<file path="config.mk">
export PLATFORM = sky130hd
export DESIGN_NAME = ga23_cpu_bridge
export DESIGN_NICKNAME = d
export VERILOG_FILES = /design/src/rtl/ga23_pkg.sv /design/src/rtl/ga23_cpu_bridge.sv
export SDC_FILE = /design/constraint.sdc
export NUM_CORES = 1
export LEC_CHECK = 0
export CORE_ASPECT_RATIO = 1.1
export CORE_MARGIN = 8
export CORE_UTILIZATION = 40
export DETAILED_ROUTE_END_ITERATION = 12
export GPL_TIMING_DRIVEN = 0
export PLACE_DENSITY = 0.85
export SLEW_MARGIN = 25
export SYNTH_ARGS = -nofsm -noshare
export SYNTH_HDL_FRONTEND = slang
export SYNTH_SLANG_ARGS = --single-unit
export TNS_END_PERCENT = 30
</file>
<file path="constraint.sdc">
create_clock -name clk -period 2.85 [get_ports clk]
set_input_delay 0.855 -clock clk [delete_from_list [all_inputs] [get_ports clk]]
set_output_delay 0.855 -clock clk [all_outputs]
set_load 0.005 [all_outputs]
</file>
<file path="src/rtl/ga23_pkg.sv">
// ga23_pkg
//   Shared types and helpers for the GA23 CPU-side bridge.
//   - bridge_state_t : bridge FSM states (RMW states exist only when
//                      GA23_BRIDGE_RMW_EN is defined)
//   - GA23_IO_BASE   : base of the GA23 register (io) window
//   - lane_fill      : replicate the enabled byte lane into both lanes
//   - lane_merge     : merge enabled write lanes over read-back data
//                      (GA23_BRIDGE_RMW_EN only)
package ga23_pkg;

    localparam logic [7:0] GA23_IO_BASE = 8'h80;

    typedef enum logic [2:0] {
        IDLE,
        ISSUE,
        WAIT,
        GAP
`ifdef GA23_BRIDGE_RMW_EN
        ,
        RMW_RD,
        RMW_WR
`endif
    } bridge_state_t;

    // A single-lane write becomes a full-word write with the enabled byte
    // in both lanes; GA23 has no byte strobes of its own.
    function automatic logic [15:0] lane_fill(input logic [1:0] be, input logic [15:0] data);
        logic [15:0] res;
        case (be)
            2'b01:   res = {data[7:0], data[7:0]};
            2'b10:   res = {data[15:8], data[15:8]};
            default: res = data;
        endcase
        return res;
    endfunction

`ifdef GA23_BRIDGE_RMW_EN
    function automatic logic [15:0] lane_merge(input logic [1:0] be, input logic [15:0] wr_data,
                                               input logic [15:0] rd_data);
        return {be[1] ? wr_data[15:8] : rd_data[15:8],
                be[0] ? wr_data[7:0]  : rd_data[7:0]};
    endfunction
`endif

endpackage

</file>
<file path="src/rtl/ga23_cpu_bridge.sv">
// ga23_cpu_bridge
//   CPU-side initiator for the GA23 VRAM/register port. A CPU request is
//   turned into the GA23 mem_cs/mem_rd/mem_wr/io_wr strobe protocol; the
//   bridge waits on GA23 busy, returns read data and a one-cycle ack.
//
// Parameters
//   TIMEOUT : busy-low cycles tolerated in ISSUE before strobes drop and
//             the access is retried (>= 4)
//   ADDR_W  : GA23 byte address width
//
// Ports
//   clk, reset             : clock, synchronous active-high reset
//   cpu_req/io/we/be/addr/wdata : CPU request (sampled in IDLE only)
//   cpu_rdata, cpu_ack     : read data and one-cycle completion pulse
//   ga_cs/rd/wr/io_wr      : GA23 strobes
//   ga_addr, ga_din        : GA23 address and write data
//   ga_dout, ga_busy       : GA23 read data and busy
//
// Build option
//   GA23_BRIDGE_RMW_EN : partial mem writes run read-modify-write instead
//                        of replicating the enabled byte into both lanes.
module ga23_cpu_bridge
    import ga23_pkg::*;
#(
    parameter int TIMEOUT = 64,
    parameter int ADDR_W  = 16
) (
    input  logic              clk,
    input  logic              reset,
    input  logic              cpu_req,
    input  logic              cpu_io,
    input  logic              cpu_we,
    input  logic [1:0]        cpu_be,
    input  logic [ADDR_W-1:0] cpu_addr,
    input  logic [15:0]       cpu_wdata,
    output logic [15:0]       cpu_rdata,
    output logic              cpu_ack,
    output logic              ga_cs,
    output logic              ga_rd,
    output logic              ga_wr,
    output logic              ga_io_wr,
    output logic [ADDR_W-1:0] ga_addr,
    output logic [15:0]       ga_din,
    input  logic [15:0]       ga_dout,
    input  logic              ga_busy
);

    localparam int CNT_W = $clog2(TIMEOUT);

    bridge_state_t     state, state_next;
    logic              op_we;
    logic [ADDR_W-1:0] addr_q;
    logic [15:0]       wdata_q;
    logic [15:0]       rdata_q;
    logic              ack_q;
    logic              io_pulse_q;
    logic [CNT_W-1:0]  retry_cnt;
    logic              retry_q;
    logic              low_seen;
    logic [1:0]        be_n;
    logic              timeout_hit;
`ifdef GA23_BRIDGE_RMW_EN
    logic [1:0]        op_be;
    logic              rmw_q;
    logic [15:0]       rd_buf;
`endif

    assign be_n        = (cpu_be == 2'b00) ? 2'b11 : cpu_be;
    assign timeout_hit = (retry_cnt == CNT_W'(TIMEOUT - 1));

    assign cpu_rdata = rdata_q;
    assign cpu_ack   = ack_q;
    assign ga_io_wr  = io_pulse_q;
    assign ga_addr   = addr_q;
    assign ga_din    = wdata_q;

    // Next state and strobes. low_seen guards against a busy that was
    // already high when ISSUE was entered: that busy belongs to someone
    // else's access, so we only treat busy as ours once it was seen low.
    always_comb begin
        state_next = state;
        ga_cs      = 1'b0;
        ga_rd      = 1'b0;
        ga_wr      = 1'b0;
        case (state)
            IDLE: begin
                if (cpu_req && !cpu_io) state_next = ISSUE;
            end
            ISSUE: begin
                ga_cs = 1'b1;
                ga_rd = ~op_we;
                ga_wr = op_we;
                if (ga_busy && low_seen)       state_next = WAIT;
                else if (!ga_busy && timeout_hit) state_next = GAP;
            end
            WAIT: begin
                ga_cs = 1'b1;
                ga_rd = ~op_we;
                ga_wr = op_we;
                if (!ga_busy) begin
`ifdef GA23_BRIDGE_RMW_EN
                    state_next = rmw_q ? RMW_RD : GAP;
`else
                    state_next = GAP;
`endif
                end
            end
            GAP: begin
                state_next = retry_q ? ISSUE : IDLE;
            end
`ifdef GA23_BRIDGE_RMW_EN
            RMW_RD: state_next = RMW_WR;
            RMW_WR: state_next = ISSUE;
`endif
            default: state_next = IDLE;
        endcase
    end

    // State register plus request latches, timeout counter and result
    // capture. ack and io_wr default low so they are single-cycle pulses.
    always_ff @(posedge clk) begin
        if (reset) begin
            state      <= IDLE;
            op_we      <= 1'b0;
            addr_q     <= '0;
            wdata_q    <= '0;
            rdata_q    <= '0;
            ack_q      <= 1'b0;
            io_pulse_q <= 1'b0;
            retry_cnt  <= '0;
            retry_q    <= 1'b0;
            low_seen   <= 1'b0;
`ifdef GA23_BRIDGE_RMW_EN
            op_be      <= 2'b11;
            rmw_q      <= 1'b0;
            rd_buf     <= '0;
`endif
        end else begin
            state      <= state_next;
            ack_q      <= 1'b0;
            io_pulse_q <= 1'b0;
            case (state)
                IDLE: begin
                    if (cpu_req) begin
                        op_we     <= cpu_we;
                        retry_cnt <= '0;
                        retry_q   <= 1'b0;
                        low_seen  <= 1'b0;
                        if (cpu_io) begin
                            addr_q     <= cpu_addr;
                            wdata_q    <= cpu_wdata;
                            io_pulse_q <= cpu_we;
                            ack_q      <= 1'b1;
                            if (!cpu_we) rdata_q <= 16'h0000;
                        end else begin
                            addr_q <= {cpu_addr[ADDR_W-1:1], 1'b0};
`ifdef GA23_BRIDGE_RMW_EN
                            wdata_q <= cpu_wdata;
                            op_be   <= be_n;
                            rmw_q   <= cpu_we && (be_n != 2'b11);
                            op_we   <= cpu_we && (be_n == 2'b11);
`else
                            wdata_q <= lane_fill(be_n, cpu_wdata);
`endif
                        end
                    end
                end
                ISSUE: begin
                    if (!ga_busy) begin
                        low_seen <= 1'b1;
                        if (timeout_hit) begin
                            retry_cnt <= '0;
                            retry_q   <= 1'b1;
                        end else begin
                            retry_cnt <= retry_cnt + 1'b1;
                        end
                    end
                end
                WAIT: begin
                    if (!ga_busy) begin
                        retry_cnt <= '0;
                        retry_q   <= 1'b0;
`ifdef GA23_BRIDGE_RMW_EN
                        if (rmw_q) begin
                            rd_buf <= ga_dout;
                        end else begin
                            ack_q <= 1'b1;
                            if (!op_we) rdata_q <= ga_dout;
                        end
`else
                        ack_q <= 1'b1;
                        if (!op_we) rdata_q <= ga_dout;
`endif
                    end
                end
                GAP: begin
                    retry_q  <= 1'b0;
                    low_seen <= 1'b0;
                end
`ifdef GA23_BRIDGE_RMW_EN
                RMW_RD: begin
                    wdata_q <= lane_merge(op_be, wdata_q, rd_buf);
                end
                RMW_WR: begin
                    op_we     <= 1'b1;
                    rmw_q     <= 1'b0;
                    low_seen  <= 1'b0;
                    retry_cnt <= '0;
                end
`endif
                default: ;
            endcase
        end
    end

endmodule

</file>
Yosys cells after proc, flatten, opt, wreduce, memory -nomap -nowiden
Index checks and enable logic that the tools add are counted.
{"block": "totals", "register_bits": 62, "input_bits": 56, "out_inout_bits": 53}
{"block": "op_classes", "add_sub_neg": 1, "n_eq_ne": 15, "mux": 35, "n_bitwise": 4, "reduce_logical": 19}
{"op": "16-bit two-way mux", "count": 6}
{"op": "16-bit one-hot mux with 2 select lines", "count": 2}
{"op": "6-bit two-way mux", "count": 4}
{"op": "6-bit one-hot mux with 3 select lines", "count": 1}
{"op": "2-bit != test (second input constant)", "count": 8}
{"op": "1-bit two-way mux", "count": 13}
{"op": "3-bit two-way mux", "count": 4}
{"op": "3-bit one-hot mux with 4 select lines", "count": 1}
{"op": "6-bit by 1-bit adder with 6-bit output (second input constant)", "count": 1}
{"op": "3-bit by 2-bit == test with 1-bit output (second input constant)", "count": 2}
{"op": "6-bit == test (second input constant)", "count": 1}
{"op": "3-bit AND reduction", "count": 2}
{"op": "6-bit AND reduction", "count": 1}
{"op": "3-bit nonzero test", "count": 2}
{"op": "5-bit AND reduction", "count": 1}
{"op": "1-bit NOT", "count": 4}
{"op": "1-bit one-hot mux with 4 select lines", "count": 1}
{"op": "4-bit AND reduction", "count": 1}
{"op": "4-bit nonzero test", "count": 1}
{"op": "4-bit OR reduction", "count": 1}
{"op": "3-bit by 1-bit == test with 1-bit output (second input constant)", "count": 1}
{"op": "1-bit logical AND", "count": 3}
{"op": "3-bit logical NOT", "count": 1}
{"op": "3-bit != test (second input constant)", "count": 1}
{"op": "other kinds (10)", "count": 11}

Longest topological paths before layout
Gate-level depths: netlist of the first run.
{"block": "depth", "word_depth": 5, "ltp_mapped": 8, "ltp_nobuf": 6}

Worst setup path before layout of the first run
Ideal clock, no wire load.
{"block": "synth_timing", "kind": "input to register", "start": "in cpu_req", "end": "reg retry_cnt[5]", "arrival_time_ps": 2166, "required_time_ps": 2764, "path_slack_ps": 599, "path_stages": 6, "cell_sequence": "nor2b_1 -> buf_6 -> or3_1 -> clkbuf_2 -> or4_1 -> a211oi_1"}
{"block": "synth_between", "elab_chain_len": 2}
{"item": "from (decl)", "line_no": "ga23_cpu_bridge.sv:30", "text": "input logic cpu_req,"}
{"item": "2-bit != test (no source line)"}
{"item": "4-bit AND reduction (no source line)"}
{"item": "to (signal assigned)", "line_no": "ga23_cpu_bridge.sv:175", "text": "retry_cnt <= retry_cnt + 1'b1;"}
{"item": "to (decl)", "line_no": "ga23_cpu_bridge.sv:57", "text": "logic [CNT_W-1:0] retry_cnt;"}
No other way between the ends.
A chain may end at the register's enable or synchronous reset.

Worst setup path after layout of the first run
{"block": "layout_timing", "start": "reg state[0]", "end": "out ga_rd"}
{"block": "layout_between", "elab_chain_len": 3, "word_cells_on_any_way": 4, "classes_between": "eq/ne: 2; mux: 1; reduce/logical: 1"}
{"item": "from (decl)", "line_no": "ga23_cpu_bridge.sv:50", "text": "bridge_state_t state, state_next;"}
{"item": "from (signal assigned)", "line_no": "ga23_cpu_bridge.sv:139", "text": "state <= state_next;"}
{"item": "3-bit by 2-bit == test with 1-bit output or 3-bit by 1-bit == test with 1-bit output (tied branches)", "line_no": "ga23_cpu_bridge.sv:85", "text": "case (state)"}
{"item": "2-bit OR reduction (no source line) (*)"}
{"item": "1-bit two-way mux (*)"}
{"item": "to (decl)", "line_no": "ga23_cpu_bridge.sv:39", "text": "output logic ga_rd,"}
Every way passes the cells marked *; elsewhere a longest branch is shown, timed or not.

==> flow_summary.toml, run 1 <==
[critical_path]
reg2reg_slack_ps = 470
r2r_end = "retry_cnt[5]$_SDFFE_PP0P_"
cp-end-kind = "output pin"
crit_type = "reg -> out"
cp.buffers_inverters = 2
cpMaxStageDelayCell = "clkdlybuf4s50_1"
required_ps = 2000
startpoint = "state[0]$_SDFFE_PP0P_"
start_kind = "flop"
cpPeakStageDelay_ps = 510
arrival_ps = 1820
path_depth = 4
rr_worst_depth = 8
worstSetupEndpoint = "ga_rd"
crit_path_cell_trace = "inv_1, ha_1, nor2b_1, clkdlybuf4s50_1"
crit_family = "buffers and inverters"
cp_max_fo = 4
rr_startpoint = "state[0]$_SDFFE_PP0P_"

[floorplan]
die-width_um = 93.74
die_h_um = 101.5
io_pins = 109
die-area_um2 = 9515
core_area_um2 = 6516
rows = 31
initial_core_util_pct = 40.80

[power_and_ir_drop]
vdd_drop_max_uv = 379.0
powerDensity_nw_per_um2 = 685.6
p_leak_nw = 1.388

[finish]
nFillCells = 586
nets = 511
area_delta_synth_final_pct = 51.29
drive_above_1_share_pct = 5.100
diodes = 0

[sta]
max_freq_ghz = 0.3736
finalMaxSlewViolations = 0
slew_headroom_pct = 59.13
tns_ps = 0
setup_violations = 0
timing.hold.ws_ps = 454.0
finalCriticalPeriod_ps = 2677
clock_skew_ps = 4.676
worstMarginPinSlew_ps = 613.1
hold_viol_final = 0
post-route-period-util_pct = 93.93
grt_setup_unrepaired = "no"

[logic_synthesis]
ys_types = 39
synth-adder-area-share_pct = 3.765
synth_top_family_by_area = "compound AO/OA/AOI/OAI gates"
ys_ff_latch = 61
synth-async-reset-ratio_pct = 0
syn_area_um2 = 2659
synth_compound_area_share_pct = 24.75
synthCells = 329
synthMuxAreaShare_pct = 0.3765
synth_warnings = 0
ys_seq_area_share_pct = 45.93
synthXorXnorAreaFrac_pct = 0.3294
synth_edf_count = 0
avgSynthCellArea_um2 = 8.081
ys.flop_type = "dfxtp_1"
synth-simple-area-share_pct = 20.00
syn_nets = 393

[place]
place_congestion = 0.8388
hpwlAfterDp_um = 6521
portBuffers = 107

[route]
antenna_left = 0
drt_pass1_iterations = 4
first_iter_violations = 100
drc_errors = 0
wl_per_cell_um = 16.17
vias = 2866
drt_wl_total_um = 8616
vias_per_cell = 5.377

[clocking]
clk_pin_slew_ps = 70
clock-sinks = 61
cts_root_buf = "clkbuf_8"
clock_path_buffers = 2
cts.htree.levels = 3
insertion_delay_ps = 330
cts_tree = "built"
cts_buffers = 9
cts-hold-fix-buffers = 0

[global_route]
first_global_vias = 2873
overflow = 0
track_usage_pct = 18.03
antenna_found_initial = 0
grt_pass1_wl_um = 13660
grt_max_degree = 11

[status]
status = "finished clean"

[min_path]
min_path_type = "reg -> reg"

[job]
maxCapViolations = 0
## placed cells by master, fill, tap and decap left out, types with 2 or more instances in the layout
cell | Yosys | layout
a211oi_1 | 3 | 2
o21ai_0 | 18 | 18
clkbuf_1 | 23 | 23
clkinvlp_4 | 0 | 2
a21oi_1 | 56 | 56
nor2_1 | 5 | 5
o211ai_1 | 16 | 16
ha_1 | 8 | 8
clkbuf_8 | 0 | 12
a22oi_1 | 8 | 8
nor4_1 | 2 | 2
inv_1 | 6 | 6
or3_1 | 2 | 2
nor2b_1 | 3 | 3
nand3_1 | 4 | 4
nand2_1 | 68 | 68
clkdlybuf4s50_1 | 0 | 107
nand2b_1 | 2 | 2
dfxtp_1 | 61 | 61
nor3_1 | 5 | 5
nand4_1 | 16 | 16
and2_1 | 3 | 3
## cell type report
cell class                 instances  area [µm²]  area share [%]
tap                               82       102.6           2.551
clock buffer                      12       165.2           4.106
buffer                            26       106.4           2.644
multi-input combinational        236        1314           32.66
inverter                           6       22.52          0.5599
clock inverter                     3       20.02          0.4977
timing repair buffer             107        1071           26.63
sequential                        61        1221           30.36
## power breakdown
part / internal [W] / switching, W
Sequential: 0.000967 / 0.0000655
Combinational: 0.000457 / 0.000554
Clock: 0.000380 / 0.000333
Total: 0.00180 / 0.000953
## logic make-up (layout without fill, tap and decap cells)
family          Yosys count  in the layout
simple gates            115            115
compound gates          111            111
flops                    61             61
buf+inv                  32            154
fa+ha+maj                 8              8
xor+xnor                  1              1
mux                       1              1
## registers in the layout, summed over array words and instances, names as in the netlist
| register | cells |
|---|---|
| cpu_rdata | 16 |
| ga_addr | 16 |
| state | 2 |
| ga_io_wr | 1 |
| ga_din | 16 |
| cpu_ack | 1 |
| low_seen | 1 |
| op_we | 1 |
| retry_cnt | 6 |
| retry_q | 1 |
## synth_stat cells, types with 2 or more instances
cell type,number,area (µm²)
a21oi_1,56,280.3
nand4_1,16,100.1
clkbuf_1,23,86.33
or3_1,2,12.51
ha_1,8,100.1
and2_1,3,18.77
a22oi_1,8,60.06
nand2b_1,2,12.51
nor2b_1,3,18.77
nand3_1,4,20.02
dfxtp_1,61,1221
o21ai_0,18,90.09
nand2_1,68,255.2
nor4_1,2,12.51
o211ai_1,16,120.1
nor3_1,5,25.02
nor2_1,5,18.77
a211oi_1,3,22.52
inv_1,6,22.52
## how the worst min path moves through the flow
stage / from / endpoint / slack (ps) / depth (start not counted)
final: ga_din[5]$_SDFFE_PP0P_ / ga_din[5]$_SDFFE_PP0P_ / 450 / 2
after global routing: ga_addr[3]$_SDFFE_PP0P_ / ga_addr[3]$_SDFFE_PP0P_ / 470 / 2
after CTS: ga_din[5]$_SDFFE_PP0P_ / ga_din[5]$_SDFFE_PP0P_ / 450 / 2
after detailed placement: ga_din[5]$_SDFFE_PP0P_ / ga_din[5]$_SDFFE_PP0P_ / 450 / 2
after global placement: ga_din[7]$_SDFFE_PP0P_ / ga_din[7]$_SDFFE_PP0P_ / 440 / 2
after floorplan: ga_addr[0]$_SDFFE_PP0P_ / ga_addr[0]$_SDFFE_PP0P_ / 450 / 2
## metal layers
| layer | part of all wire, % | wire length, µm | up-vias | global-route usage (%) |
|---|---|---|---|---|
| li1 | - | - | 1415 | - |
| met1 | 40 | 3485 | 1339 | 19.72 |
| met5 | 0 | 0 | - | 0 |
| met4 | 2.3 | 195 | 0 | 8.791 |
| met2 | 50 | 4315 | 96 | 31.37 |
| met3 | 7.2 | 620 | 16 | 4.893 |
## worst min-delay path, cell delays in order, from the launching register on
cell	delay [ps]
dfxtp_1	310
nand2_1	50
a21oi_1	50
## timing repair
action | CTS | global route
setup buffers | 0 | 0
endpoints found under the setup margin | 0 | 4
gates resized for setup | 0 | 1
## metrics by stage
| step | worst slack (ps) | total power, W | instance area, µm² | std cells | util, % |
|---|---|---|---|---|---|
| 3_3_place_gp | -115.7 | 0.002026 | 3832 | 518 | 58.81 |
| 4_1_cts | 138.1 | 0.002771 | 4018 | 533 | 61.66 |
| 5_1_grt | 46.67 | 0.002926 | 4023 | 533 | 61.73 |
| 3_5_place_dp | -176.3 | 0.002056 | 3832 | 518 | 58.81 |
| 2_1_floorplan | 598.7 | 0.001567 | 2659 | 329 | - |
| 6_report | 173.1 | 0.002758 | 4023 | 533 | 61.73 |
No activity file was read; power rests on OpenSTA's default activity.
==> run 2, diff against run 1 <==
--- a/config.mk
+++ b/config.mk
@@ -10,7 +10,7 @@
 export CORE_UTILIZATION = 40
 export DETAILED_ROUTE_END_ITERATION = 12
 export GPL_TIMING_DRIVEN = 0
-export PLACE_DENSITY = 0.85
+export PLACE_DENSITY = 0.78
 export SLEW_MARGIN = 25
 export SYNTH_ARGS = -nofsm -noshare
 export SYNTH_HDL_FRONTEND = slang
==> constraint.sdc (replaced) <==
create_clock -name clk -period 2.6 [get_ports clk]
set_input_delay 0.78 -clock clk [delete_from_list [all_inputs] [get_ports clk]]
set_output_delay 0.78 -clock clk [all_outputs]
set_load 0.005 [all_outputs]
==> run 2 against run 1 <==
  * First-iteration DRC count down 7.0%
  * Total power grew 9.7%
  * Clock skew up 5.7 ps
  * Critical path depth stayed put
  * Critical path type unchanged
  * Critical endpoint is now ga_wr
==> flow_summary.toml, run 2 (synthesis gave the netlist of run 1 again) <==
[critical_path]
r2r_end = "cpu_rdata[5]$_SDFFE_PP0P_"
reg2reg_slack_ps = 300
crit_path_cell_trace = "inv_1, ha_4, and2_1, clkdlybuf4s50_1"
cpPeakStageDelay_ps = 500
cp.buffers_inverters = 2
crit_family = "buffers and inverters"
required_ps = 1820
cp_max_fo = 4
rr_worst_depth = 7
cp-end-kind = "output pin"
crit_type = "reg -> out"
arrival_ps = 1740
rr_startpoint = "state[0]$_SDFFE_PP0P_"
cpMaxStageDelayCell = "clkdlybuf4s50_1"
start_kind = "flop"

[finish]
register_area_um2 = 1224
drive_above_1_share_pct = 5.543
diodes = 0
nets = 511
nFillCells = 593
mostFrequentLayoutCells = "clkdlybuf4s50_1, nand2_1, dfxtp_1, a21oi_1, clkbuf_1"
multiInputGateArea_um2 = 1334
area_delta_synth_final_pct = 51.53
final_common_cell = "clkdlybuf4s50_1"
stdcell_area_um2 = 4029

[route]
m1WireLength_um = 3669
top_layer_used = "met4"
wl_met3_um = 618
drc_errors = 0
antenna_left = 0
wl_met2_um = 4344
first_iter_violations = 93
wl_per_cell_um = 16.51
drt_wl_total_um = 8799
vias_per_cell = 5.405
vias = 2881
drt_pass1_iterations = 4

[job]
maxCapViolations = 0

[min_path]
min_from = "ga_addr[15]$_SDFFE_PP0P_"
min_path_type = "reg -> reg"
holdPathEnd = "ga_addr[15]$_SDFFE_PP0P_"
whs_path_depth = 2

[global_route]
first_global_vias = 2965
track_usage_pct = 18.57
overflow = 0
grt_pass1_wl_um = 14210
antenna_found_initial = 0
grt_max_degree = 11

[power_and_ir_drop]
powerDensity_nw_per_um2 = 751.2
vdd_drop_max_uv = 422.5
finalPower_w = 0.003026
p_leak_nw = 1.396

[place]
place_area_um2 = 3832
hpwlAfterDp_um = 6549
portBuffers = 107
place_congestion = 0.8330

[sta]
worstMarginPinSlew_ps = 563.6
max_freq_ghz = 0.3969
timing.hold.ws_ps = 452.2
grt_setup_unrepaired = "yes"
hold_viol_final = 0
tns_ps = 0
clock_skew_ps = 10.38
finalCriticalPeriod_ps = 2519
slew_headroom_pct = 62.43
setup_violations = 0
post-route-period-util_pct = 96.89
finalMaxSlewViolations = 0

[clocking]
cts.htree.levels = 3
clock-sinks = 61
clk_pin_slew_ps = 70
cts_tree = "built"
cts_resized = 3
insertion_delay_ps = 340
clock_path_buffers = 2
cts-hold-fix-buffers = 0
cts_root_buf = "clkbuf_8"
cts_buffers = 9
post-cts-setup-buffer-count = 0

[floorplan]
core_area_um2 = 6516
io_pins = 109
rows = 31
die_h_um = 101.5
die-area_um2 = 9515
initial_core_util_pct = 40.80
die-width_um = 93.74

[status]
status = "finished clean"
## run 2: power breakdown
part           switching [W]  internal [W]  total, W  leakage (nW)
Sequential         0.0000755       0.00106   0.00114         0.498
Combinational       0.000625      0.000526   0.00115         0.817
Clock               0.000374      0.000363  0.000738        0.0812
## run 2: worst min-delay path, stage by stage, from the launching register on
cell and delay, ps:
dfxtp_1 310, nand2_1 50, a21oi_1 50
## run 2: metal layers
metal  vias to the layer above  GRT usage (%)
met5                         -              0
met4                         0          8.547
met3                        18          5.337
met2                       103          31.48
met1                      1350          20.97
li1                       1410              -
## run 2: cell type report
cell class | count | share of cell area (%)
clock inverter | 4 | 0.6211
tap | 82 | 2.547
clock buffer | 11 | 3.509
inverter | 6 | 0.5590
buffer | 26 | 2.640
sequential | 61 | 30.37
multi-input combinational | 236 | 33.11
timing repair buffer | 107 | 26.65
## run 2: how the worst max path moves through the flow
| stage | depth (start not counted) | end | slack [ps] | from |
|---|---|---|---|---|
| 2_1_floorplan | 8 | retry_cnt[5]$_SDFFE_PP0P_ | 410 | state[0]$_SDFFE_PP0P_ |
| 3_3_place_gp | 6 | cpu_rdata[6]$_SDFFE_PP0P_ | -360 | cpu_io |
| 3_5_place_dp | 6 | cpu_rdata[5]$_SDFFE_PP0P_ | -480 | cpu_io |
| 4_1_cts | 4 | ga_rd | 7 | state[1]$_SDFFE_PP0P_ |
| 5_1_grt | 8 | ga_din[3]$_SDFFE_PP0P_ | -40 | cpu_be[0] |
| 6_report | 4 | ga_wr | 80 | state[0]$_SDFFE_PP0P_ |
## run 2: per-stage QoR
step | std cells | setup slack, ps | utilization (%)
2_1_floorplan | 329 | 409.1 | -
3_3_place_gp | 518 | -360.6 | 58.81
3_5_place_dp | 518 | -476.1 | 58.81
4_1_cts | 533 | 7.127 | 61.66
5_1_grt | 533 | -36.68 | 61.83
6_report | 533 | 80.77 | 61.83
